`src/rtl/trap_ctrl_pkg.sv`:
```
// rtl/trap_ctrl_pkg.sv - shared trap_sel codes, FSM states and defaults for trap_ctrl
package trap_ctrl_pkg;

   // trap_sel values line up with the core's PCSrc encoding
   typedef enum logic [2:0] {
      TRAP_NONE = 3'h0,
      TRAP_IRQ  = 3'h4,
      TRAP_EXC  = 3'h5
   } trap_sel_e;

   typedef enum logic [1:0] {
      ST_IDLE    = 2'd0,
      ST_WAIT    = 2'd1,
      ST_TRAP    = 2'd2,
      ST_HANDLER = 2'd3
   } trap_state_e;

   localparam int IRQ_BASE_DEFAULT = 16;

   function automatic int idx_width(input int n);
      return (n > 1) ? $clog2(n) : 1;
   endfunction

endpackage

```
`src/rtl/trap_ctrl_irq_prio_enc.sv`:
```
// rtl/trap_ctrl_irq_prio_enc.sv - lowest-index-wins priority encoder over pending irqs
module irq_prio_enc #(
   parameter int N     = 8,
   parameter int IDX_W = 3
) (
   input  logic [N-1:0]     req,
   output logic             valid,
   output logic [IDX_W-1:0] idx
);

   always_comb begin
      valid = |req;
      idx   = '0;
      for (int i = N - 1; i >= 0; i--) begin
         if (req[i]) idx = IDX_W'(i);
      end
   end

endmodule

```
`src/rtl/trap_ctrl.sv`:
```
// rtl/trap_ctrl.sv - interrupt/exception controller: pending latches, arbitration,
// pipeline-safe trap redirect and EPC/cause capture
module trap_ctrl
   import trap_ctrl_pkg::*;
#(
   parameter int                 NUM_IRQ   = 8,
   parameter logic [NUM_IRQ-1:0] EDGE_MASK = NUM_IRQ'(8'h01),
   parameter int                 CAUSE_W   = 5,
   parameter logic [CAUSE_W-1:0] IRQ_BASE  = CAUSE_W'(IRQ_BASE_DEFAULT)
) (
   input  logic               clk,
   input  logic               reset,
   input  logic [NUM_IRQ-1:0] irq_src,
   input  logic               kernel_mode,
   input  logic               id_valid,
   input  logic [31:0]        id_pc,
   input  logic               exc_valid,
   input  logic [CAUSE_W-1:0] exc_code,
   input  logic               pipe_ready,
   input  logic               mask_we,
   input  logic [NUM_IRQ-1:0] mask_wdata,
   input  logic               eret,
   output logic               trap_take,
   output logic [2:0]         trap_sel,
   output logic               flush,
   output logic [31:0]        epc,
   output logic [CAUSE_W-1:0] cause,
   output logic [NUM_IRQ-1:0] pending,
   output logic               in_trap
);

   localparam int IDX_W = idx_width(NUM_IRQ);

   logic [NUM_IRQ-1:0] lat_q, lat_d;
   logic [NUM_IRQ-1:0] prev_q, prev_d;
   logic [NUM_IRQ-1:0] mask_q, mask_d;
   trap_state_e        state_q, state_d;
   logic               snap_exc_q, snap_exc_d;
   logic [31:0]        epc_q, epc_d;
   logic [CAUSE_W-1:0] cause_q, cause_d;
   logic               trap_take_q, trap_take_d;
   trap_sel_e          trap_sel_q, trap_sel_d;
   logic               in_trap_q, in_trap_d;

   logic [NUM_IRQ-1:0] pend;
   logic [NUM_IRQ-1:0] rise;
   logic [NUM_IRQ-1:0] clr;
   logic               irq_valid;
   logic [IDX_W-1:0]   irq_idx;
   logic               exc_now;
   logic               irq_now;
   logic               req_now;
   logic [CAUSE_W-1:0] sel_code;

   assign pend = lat_q & mask_q;

   irq_prio_enc #(
      .N     (NUM_IRQ),
      .IDX_W (IDX_W)
   ) u_prio (
      .req   (pend),
      .valid (irq_valid),
      .idx   (irq_idx)
   );

   // Traps are only requested against a real user-mode instruction in ID
   assign exc_now  = exc_valid & id_valid & ~kernel_mode;
   assign irq_now  = irq_valid & id_valid & ~kernel_mode;
   assign req_now  = exc_now | irq_now;
   assign sel_code = exc_now ? exc_code : (IRQ_BASE + CAUSE_W'(irq_idx));
   assign rise     = irq_src & ~prev_q;

   always_comb begin
      state_d     = state_q;
      snap_exc_d  = snap_exc_q;
      epc_d       = epc_q;
      cause_d     = cause_q;
      trap_take_d = 1'b0;
      trap_sel_d  = TRAP_NONE;
      in_trap_d   = 1'b0;
      clr         = '0;
      prev_d      = irq_src;
      mask_d      = mask_we ? mask_wdata : mask_q;

      case (state_q)
         ST_IDLE: begin
            if (req_now) begin
               state_d    = ST_WAIT;
               snap_exc_d = exc_now;
            end
         end
         ST_WAIT: begin
            // A vanished exception means ID moved on; the snapshot is stale
            if ((snap_exc_q && !exc_now) || !req_now) begin
               state_d = ST_IDLE;
            end else if (pipe_ready) begin
               state_d     = ST_TRAP;
               trap_take_d = 1'b1;
               trap_sel_d  = exc_now ? TRAP_EXC : TRAP_IRQ;
               epc_d       = id_pc;
               cause_d     = sel_code;
               if (!exc_now) clr = NUM_IRQ'(1) << irq_idx;
            end else begin
               snap_exc_d = exc_now;
            end
         end
         ST_TRAP: begin
            state_d   = ST_HANDLER;
            in_trap_d = 1'b1;
         end
         ST_HANDLER: begin
            if (eret) state_d = ST_IDLE;
            else      in_trap_d = 1'b1;
         end
         default: state_d = ST_IDLE;
      endcase

      // A fresh edge wins over the clear so a back-to-back event is not lost
      lat_d = (EDGE_MASK & ((lat_q & ~clr) | rise)) | (~EDGE_MASK & irq_src);
   end

   always_ff @(posedge clk or posedge reset) begin
      if (reset) begin
         lat_q       <= '0;
         prev_q      <= '0;
         mask_q      <= '1;
         state_q     <= ST_IDLE;
         snap_exc_q  <= 1'b0;
         epc_q       <= '0;
         cause_q     <= '0;
         trap_take_q <= 1'b0;
         trap_sel_q  <= TRAP_NONE;
         in_trap_q   <= 1'b0;
      end else begin
         lat_q       <= lat_d;
         prev_q      <= prev_d;
         mask_q      <= mask_d;
         state_q     <= state_d;
         snap_exc_q  <= snap_exc_d;
         epc_q       <= epc_d;
         cause_q     <= cause_d;
         trap_take_q <= trap_take_d;
         trap_sel_q  <= trap_sel_d;
         in_trap_q   <= in_trap_d;
      end
   end

   assign trap_take = trap_take_q;
   assign flush     = trap_take_q;
   assign trap_sel  = trap_sel_q;
   assign epc       = epc_q;
   assign cause     = cause_q;
   assign pending   = pend;
   assign in_trap   = in_trap_q;

endmodule
```
`config.mk`:
```
export PLATFORM = sky130hd
export DESIGN_NAME = trap_ctrl
export DESIGN_NICKNAME = d
export VERILOG_FILES = /design/src/rtl/trap_ctrl_pkg.sv /design/src/rtl/trap_ctrl_irq_prio_enc.sv /design/src/rtl/trap_ctrl.sv
export SDC_FILE = /design/constraint.sdc
export NUM_CORES = 1
export LEC_CHECK = 0
export ABC_AREA = 1
export CAP_MARGIN = 20
export CORE_MARGIN = 2
export CORE_UTILIZATION = 46
export CTS_BUF_LIST = sky130_fd_sc_hd__clkbuf_2 sky130_fd_sc_hd__clkbuf_4 sky130_fd_sc_hd__clkbuf_8
export DETAILED_ROUTE_END_ITERATION = 6
export GPL_ROUTABILITY_DRIVEN = 0
export PLACE_DENSITY_LB_ADDON = 0.25
export SLEW_MARGIN = 10
export SYNTH_ARGS = -nofsm -noshare
export SYNTH_HDL_FRONTEND = slang
export SYNTH_HIERARCHICAL = 1
export SYNTH_SLANG_ARGS = --single-unit
```
`constraint.sdc`:
```
create_clock -name clk -period 4.3 [get_ports clk]
set_clock_uncertainty 0.2 [all_clocks]
set_input_delay 0.645 -clock clk [delete_from_list [all_inputs] [get_ports clk]]
set_output_delay 0.645 -clock clk [all_outputs]
set_load 0.03 [all_outputs]
```
==> results.toml, run 1 <==
[layout]
seqCellArea_um2 = 1510
multi_input_area_um2 = 815
final_cell_mix = "nand2_1 (136), clkdlybuf4s50_1 (110), dfrtp_1 (52), inv_1 (27), clkbuf_8 (11)"
diodes = 0
fin_area_um2 = 3840
drive_above_1_share = 0.116
area.growth.synth_to_final_pct = 52.5
n_fill_cell = 406
final_util = 0.738
layout_commonest_cell = "nand2_1"
nNetsFinal = 453

[clock_tree]
post_cts_buffers = 0
numCtsBuffers = 9
cts.clk_slew.worst_paths_ns = 0.06
cts.path.max_buffers = 2
htreeDepth = 3
ctsHoldBuffers = 0
root_buffer = "clkbuf_8"
cts_sinks = 60
clk_latency_ns = 0.32
cts_tree = "yes"
ctsResizeCount = 0

[pwr]
ir_drop_v = 0.000425
p_comb_frac = 0.442
p_seq_frac = 0.354
p_clk_frac = 0.203
p_sw_frac = 0.388
p_per_area_nw_per_um2 = 659
p_int_mw = 1.55
leakage_nw = 1.91
power_switching_mw = 0.982

[sta]
fmaxAchievable_mhz = 370
tns_ns = 0
rsz0062_at_grt = "false"
finalSetupViolCount = 0
max-slew-margin-rel = 0.482
finalCriticalPeriod_ns = 2.71
post-route-period-util = 0.629
drv_slew = 0
hold_violations = 0
worstMarginPinSlew_ns = 0.776

[synthesis]
synthCells = 281
netlist-cell-type-count = 27
ys_seq_area_frac = 0.600
synth_nets = 342
syn_avg_cell_area_um2 = 8.97
netlist_area_um2 = 2520
yosysWarnings = 6
synthArstFlopShare = 1.00
ys.flop_type = "dfrtp_1"
ys_seq_elements = 60
synth_edf_count = 0

[setup_path]
worstSetupPathType = "flop to flop"
required_ns = 4.31
crit_path_end_kind = "flop"
critPathMaxFanout = 43
r2r-start = "lat_q[6]"
crit_path_start = "lat_q[6]"
start_kind = "flop"
cp.arrival_ns = 2.71

[routing]
wl_um = 5900
wl_per_cell_um = 12.6
num_vias = 2148
drcViolationCount = 0
avgViaCountPerCell = 4.60
ant_nets = 0
first_iter_violations = 134
drt_pass1_iterations = 4

[global_route]
overflow = 0
grt_pass1_wl_um = 9750
grt_usage = 0.205
grt_max_degree = 44
antenna_found_initial = 0
grt_pass1_vias = 2168

[run]
maxCapViolations = 0

[floorplanning]
initial_core_util = 0.484
rows = 26
dieArea_um2 = 6090
die_y_um = 78.0
die-width_um = 78.0
boundaryPins = 112
coreArea_um2 = 5200

[placement]
io_buffers = 110
place_area_um2 = 3640
hpwlAfterDp_um = 4260

[worst_hold_path]
hp-class = "flop to flop"
min_from = "epc[19]"

[run_status]
status = "completed"
critical path, cell delays in order (launching register included):
cell and delay, ns:
dfrtp_1 0.36, nand2_1 0.06, inv_1 0.05, or2_1 0.25, nor3_2 0.15, nand2_1 0.11, inv_1 0.08, nand2_1 0.07
nand3_2 0.10, nor2_4 0.05, nand2_4 0.35, clkinv_2 0.49, nand2_1 0.18, nand2_1 0.07
registers in the layout, indices dropped and copies added (netlist names), named ones only:
name	cells
epc	32
lat_q	8
mask_q	8
cause	5
trap_sel	2
in_trap	1
prev_q	1
snap_exc_q	1
state_q	1
synth_stat cells, types with 2 or more instances:
library cell,n,area (um^2)
o21ai_0,3,15.0
nor2_1,9,33.8
dfstp_2,8,210
buf_2,4,20.0
nand3_1,7,35.0
buf_6,3,33.8
dfrtp_1,52,1300
o21ai_2,4,35.0
buf_4,3,22.5
a21oi_1,2,10.0
nand2_1,136,510
inv_1,28,105
mux2_2,8,90.1
final timing paths:
path	to	slack, ns	cells past startpoint
setup / recovery	epc[0]	1.59	13
hold / removal	epc[19]	0.28	2
setup reg to reg	epc[0]	1.59	13
hold reg to reg	epc[19]	0.28	2
max in group asynchronous	epc[19]	2.53	3
min in group asynchronous	epc[9]	0.59	2
power by group through the flow:
stage | Combinational [mW] | Clock [mW] | Sequential (mW)
floorplan | 0.283 | 0 | 1.24
global placement | 1.11 | 0 | 0.900
detailed placement | 1.13 | 0 | 0.895
CTS | 1.13 | 0.526 | 0.896
global route | 1.20 | 0.548 | 0.924
finish | 1.12 | 0.515 | 0.897
final cells by class:
class                           count  area share
Clock buffer                       12      0.0413
Clock inverter                      4      0.0127
Inverter                           30      0.0296
Multi-Input combinational cell    180       0.212
Sequential cell                    60       0.393
Tap cell                           70      0.0228
Timing Repair Buffer              111       0.288
through the flow:
stage | power [mW] | instances | hold WS (ns) | setup WS [ns]
2_1_floorplan | 1.52 | 281 | 0.242 | 1.98
3_3_place_gp | 2.01 | 451 | 0.263 | 1.50
3_5_place_dp | 2.03 | 451 | 0.264 | 1.40
4_1_cts | 2.55 | 467 | 0.282 | 1.57
5_1_grt | 2.67 | 467 | 0.303 | 1.33
6_report | 2.53 | 467 | 0.280 | 1.59
layer usage:
metal	vias up	wire, um	GRT usage
li1	1058	-	-
met5	-	0	0
met2	89	2860	0.350
met1	988	2460	0.243
met3	13	477	0.0609
met4	0	106	0.0807
kinds of logic after synthesis:
logic type | share of synthesized area
AND/OR/NAND/NOR | 0.260
other | 0.00149
multiplexers | 0.0358
AO/OA/AOI/OAI | 0.0263
flip-flops | 0.600
buffers and inverters | 0.0770
Note: power is estimated with default switching activity, not from simulation.
==> run 2, diff against run 1 <==
Settings changed: CORE_UTILIZATION 46 to 43.
Clock period 4.3 ns to 2.6 ns, I/O delays scaled along.
==> run 2 against run 1 <==
Sequential share of layout area down 0.36 points. First-iteration DRC count shrank 45%. Die area increased by 6.6%. Clock-buffer cell count fell by 1. Sequential power increased by 65%. Final cell count rose by 0.64%. Critical path type is now flop to primary output. Worst setup slack got worse by 1.3 ns. Sequential cell count did not move.
==> results.toml, run 2 (synthesized netlist as in run 1, its figures left out) <==
[run_status]
status = "completed"

[sta]
hold_violations = 0
post-route-period-util = 0.874
finalCriticalPeriod_ns = 2.27
finalSetupViolCount = 0
rsz0062_at_grt = "false"
tns_ns = 0
drv_slew = 0
fmaxAchievable_mhz = 440

[setup_path]
crit_buf_inv = 2
cp_slowest_cell = "clkdlybuf4s50_1"
worstSetupPathType = "flop to primary output"
path_cells = "nand2_1 > inv_1 > clkdlybuf4s50_1"
start_kind = "flop"
cp.arrival_ns = 1.68
r2r_end = "epc[14]"
cp_top_family = "buffers and inverters"
required_ns = 2.01
crit_path_end_kind = "primary output"
r2r-start = "lat_q[6]"
ff2ff_path_depth = 13
critPathMaxFanout = 3
rrSetupSlack_ns = 0.39
cp_slowest_stage_delay_ns = 0.68

[clock_tree]
cts_tree = "yes"
cts.clk_slew.worst_paths_ns = 0.07
htreeDepth = 3
root_buffer = "clkbuf_8"
ctsHoldBuffers = 0
clk_latency_ns = 0.32
post_cts_buffers = 0
ctsResizeCount = 0
cts.path.max_buffers = 2
cts_sinks = 60
numCtsBuffers = 9

[layout]
layout_commonest_cell = "nand2_1"
final_cell_mix = "nand2_1 (136), clkdlybuf4s50_1 (110), dfrtp_1 (52), inv_1 (27), clkbuf_8 (10)"
multi_input_area_um2 = 815
drive_above_1_share = 0.118
seqCellArea_um2 = 1510
diodes = 0
area.growth.synth_to_final_pct = 53.9
largest_reg_flops = 32
nNetsFinal = 454
n_fill_cell = 445

[global_route]
overflow = 0
grt_max_degree = 43
grt_pass1_vias = 2143
grt_pass1_wl_um = 9420
antenna_found_initial = 0
grt_usage = 0.192

[pwr]
leakage_nw = 1.93
ir_drop_v = 0.000674
p_total_mw = 4.25
p_per_area_nw_per_um2 = 1090

[floorplanning]
die_y_um = 80.6
die-width_um = 80.6
boundaryPins = 112
initial_core_util = 0.452
dieArea_um2 = 6490
coreArea_um2 = 5570
rows = 27

[placement]
hpwlAfterDp_um = 4250
io_buffers = 110

[worst_hold_path]
hp-class = "input pin to async pin"

[run]
maxCapViolations = 0

[routing]
wl_um = 5760
drt_pass1_iterations = 4
avgViaCountPerCell = 4.53
ant_nets = 0
drcViolationCount = 0
wl_per_cell_um = 12.3
num_vias = 2128
first_iter_violations = 74
## run 2: cell types whose count changed in the layout (fill, tap and decap cells not counted), sizes merged
cell / previous run / this run
buf: 1 / 2
clkbuf: 12 / 11
bufinv: 1 / 2
## run 2: worst register-to-register path, cell delays in order, from the launching register on
cell	delay (ns)
dfrtp_1	0.36
nand2_1	0.06
inv_1	0.05
or2_1	0.25
nor3_2	0.15
nand2_1	0.09
inv_1	0.06
nand2_1	0.06
nand3_2	0.09
nor2_4	0.04
nand2_4	0.06
clkinv_2	0.35
nand2_1	0.21
nand2_1	0.08
## run 2: per-stage QoR
stage | hold slack (ns) | util | instances | instance area [um^2] | worst slack (ns)
finish | 0.190 | 0.696 | 470 | 3880 | 0.327
global route | 0.257 | 0.696 | 470 | 3880 | 0.170
CTS | 0.196 | 0.696 | 470 | 3880 | 0.308
detailed placement | 0.266 | 0.656 | 454 | 3660 | 0.397
global placement | 0.263 | 0.656 | 454 | 3660 | 0.468
floorplan | 0.221 | - | 281 | 2520 | 0.526
## run 2: final cells by class
class	instances	share of cell area
flip-flops and latches	60	0.390
repair buffers	112	0.291
multi-input cells	180	0.210
clock buffers	11	0.0374
inverters	30	0.0294
well taps	72	0.0232
clock inverters	5	0.0194
## run 2: worst max-delay path by stage
stage,from,endpoint,slack [ns],cells after the start
floorplan,mask_q[1],cause[1],0.53,14
CTS,mask_q[4],pending[4],0.31,3
finish,mask_q[4],pending[4],0.33,3
global route,lat_q[6],epc[5],0.17,13
detailed placement,mask_q[6],epc[24],0.40,13
global placement,lat_q[6],epc[11],0.47,13
## run 2: routing by layer
layer  up-vias  global-route usage  share of wire
met5         -                   0              0
met4         0              0.0932          0.021
met3        11              0.0584          0.077
met2        78               0.318           0.49
met1       973               0.226           0.41
li1       1066                   -              -
## run 2: where the power goes
part | switching [mW] | total, mW | internal [mW]
combinational | 1.07 | 1.86 | 0.785
clock | 0.338 | 0.909 | 0.571
sequential | 0.201 | 1.48 | 1.28
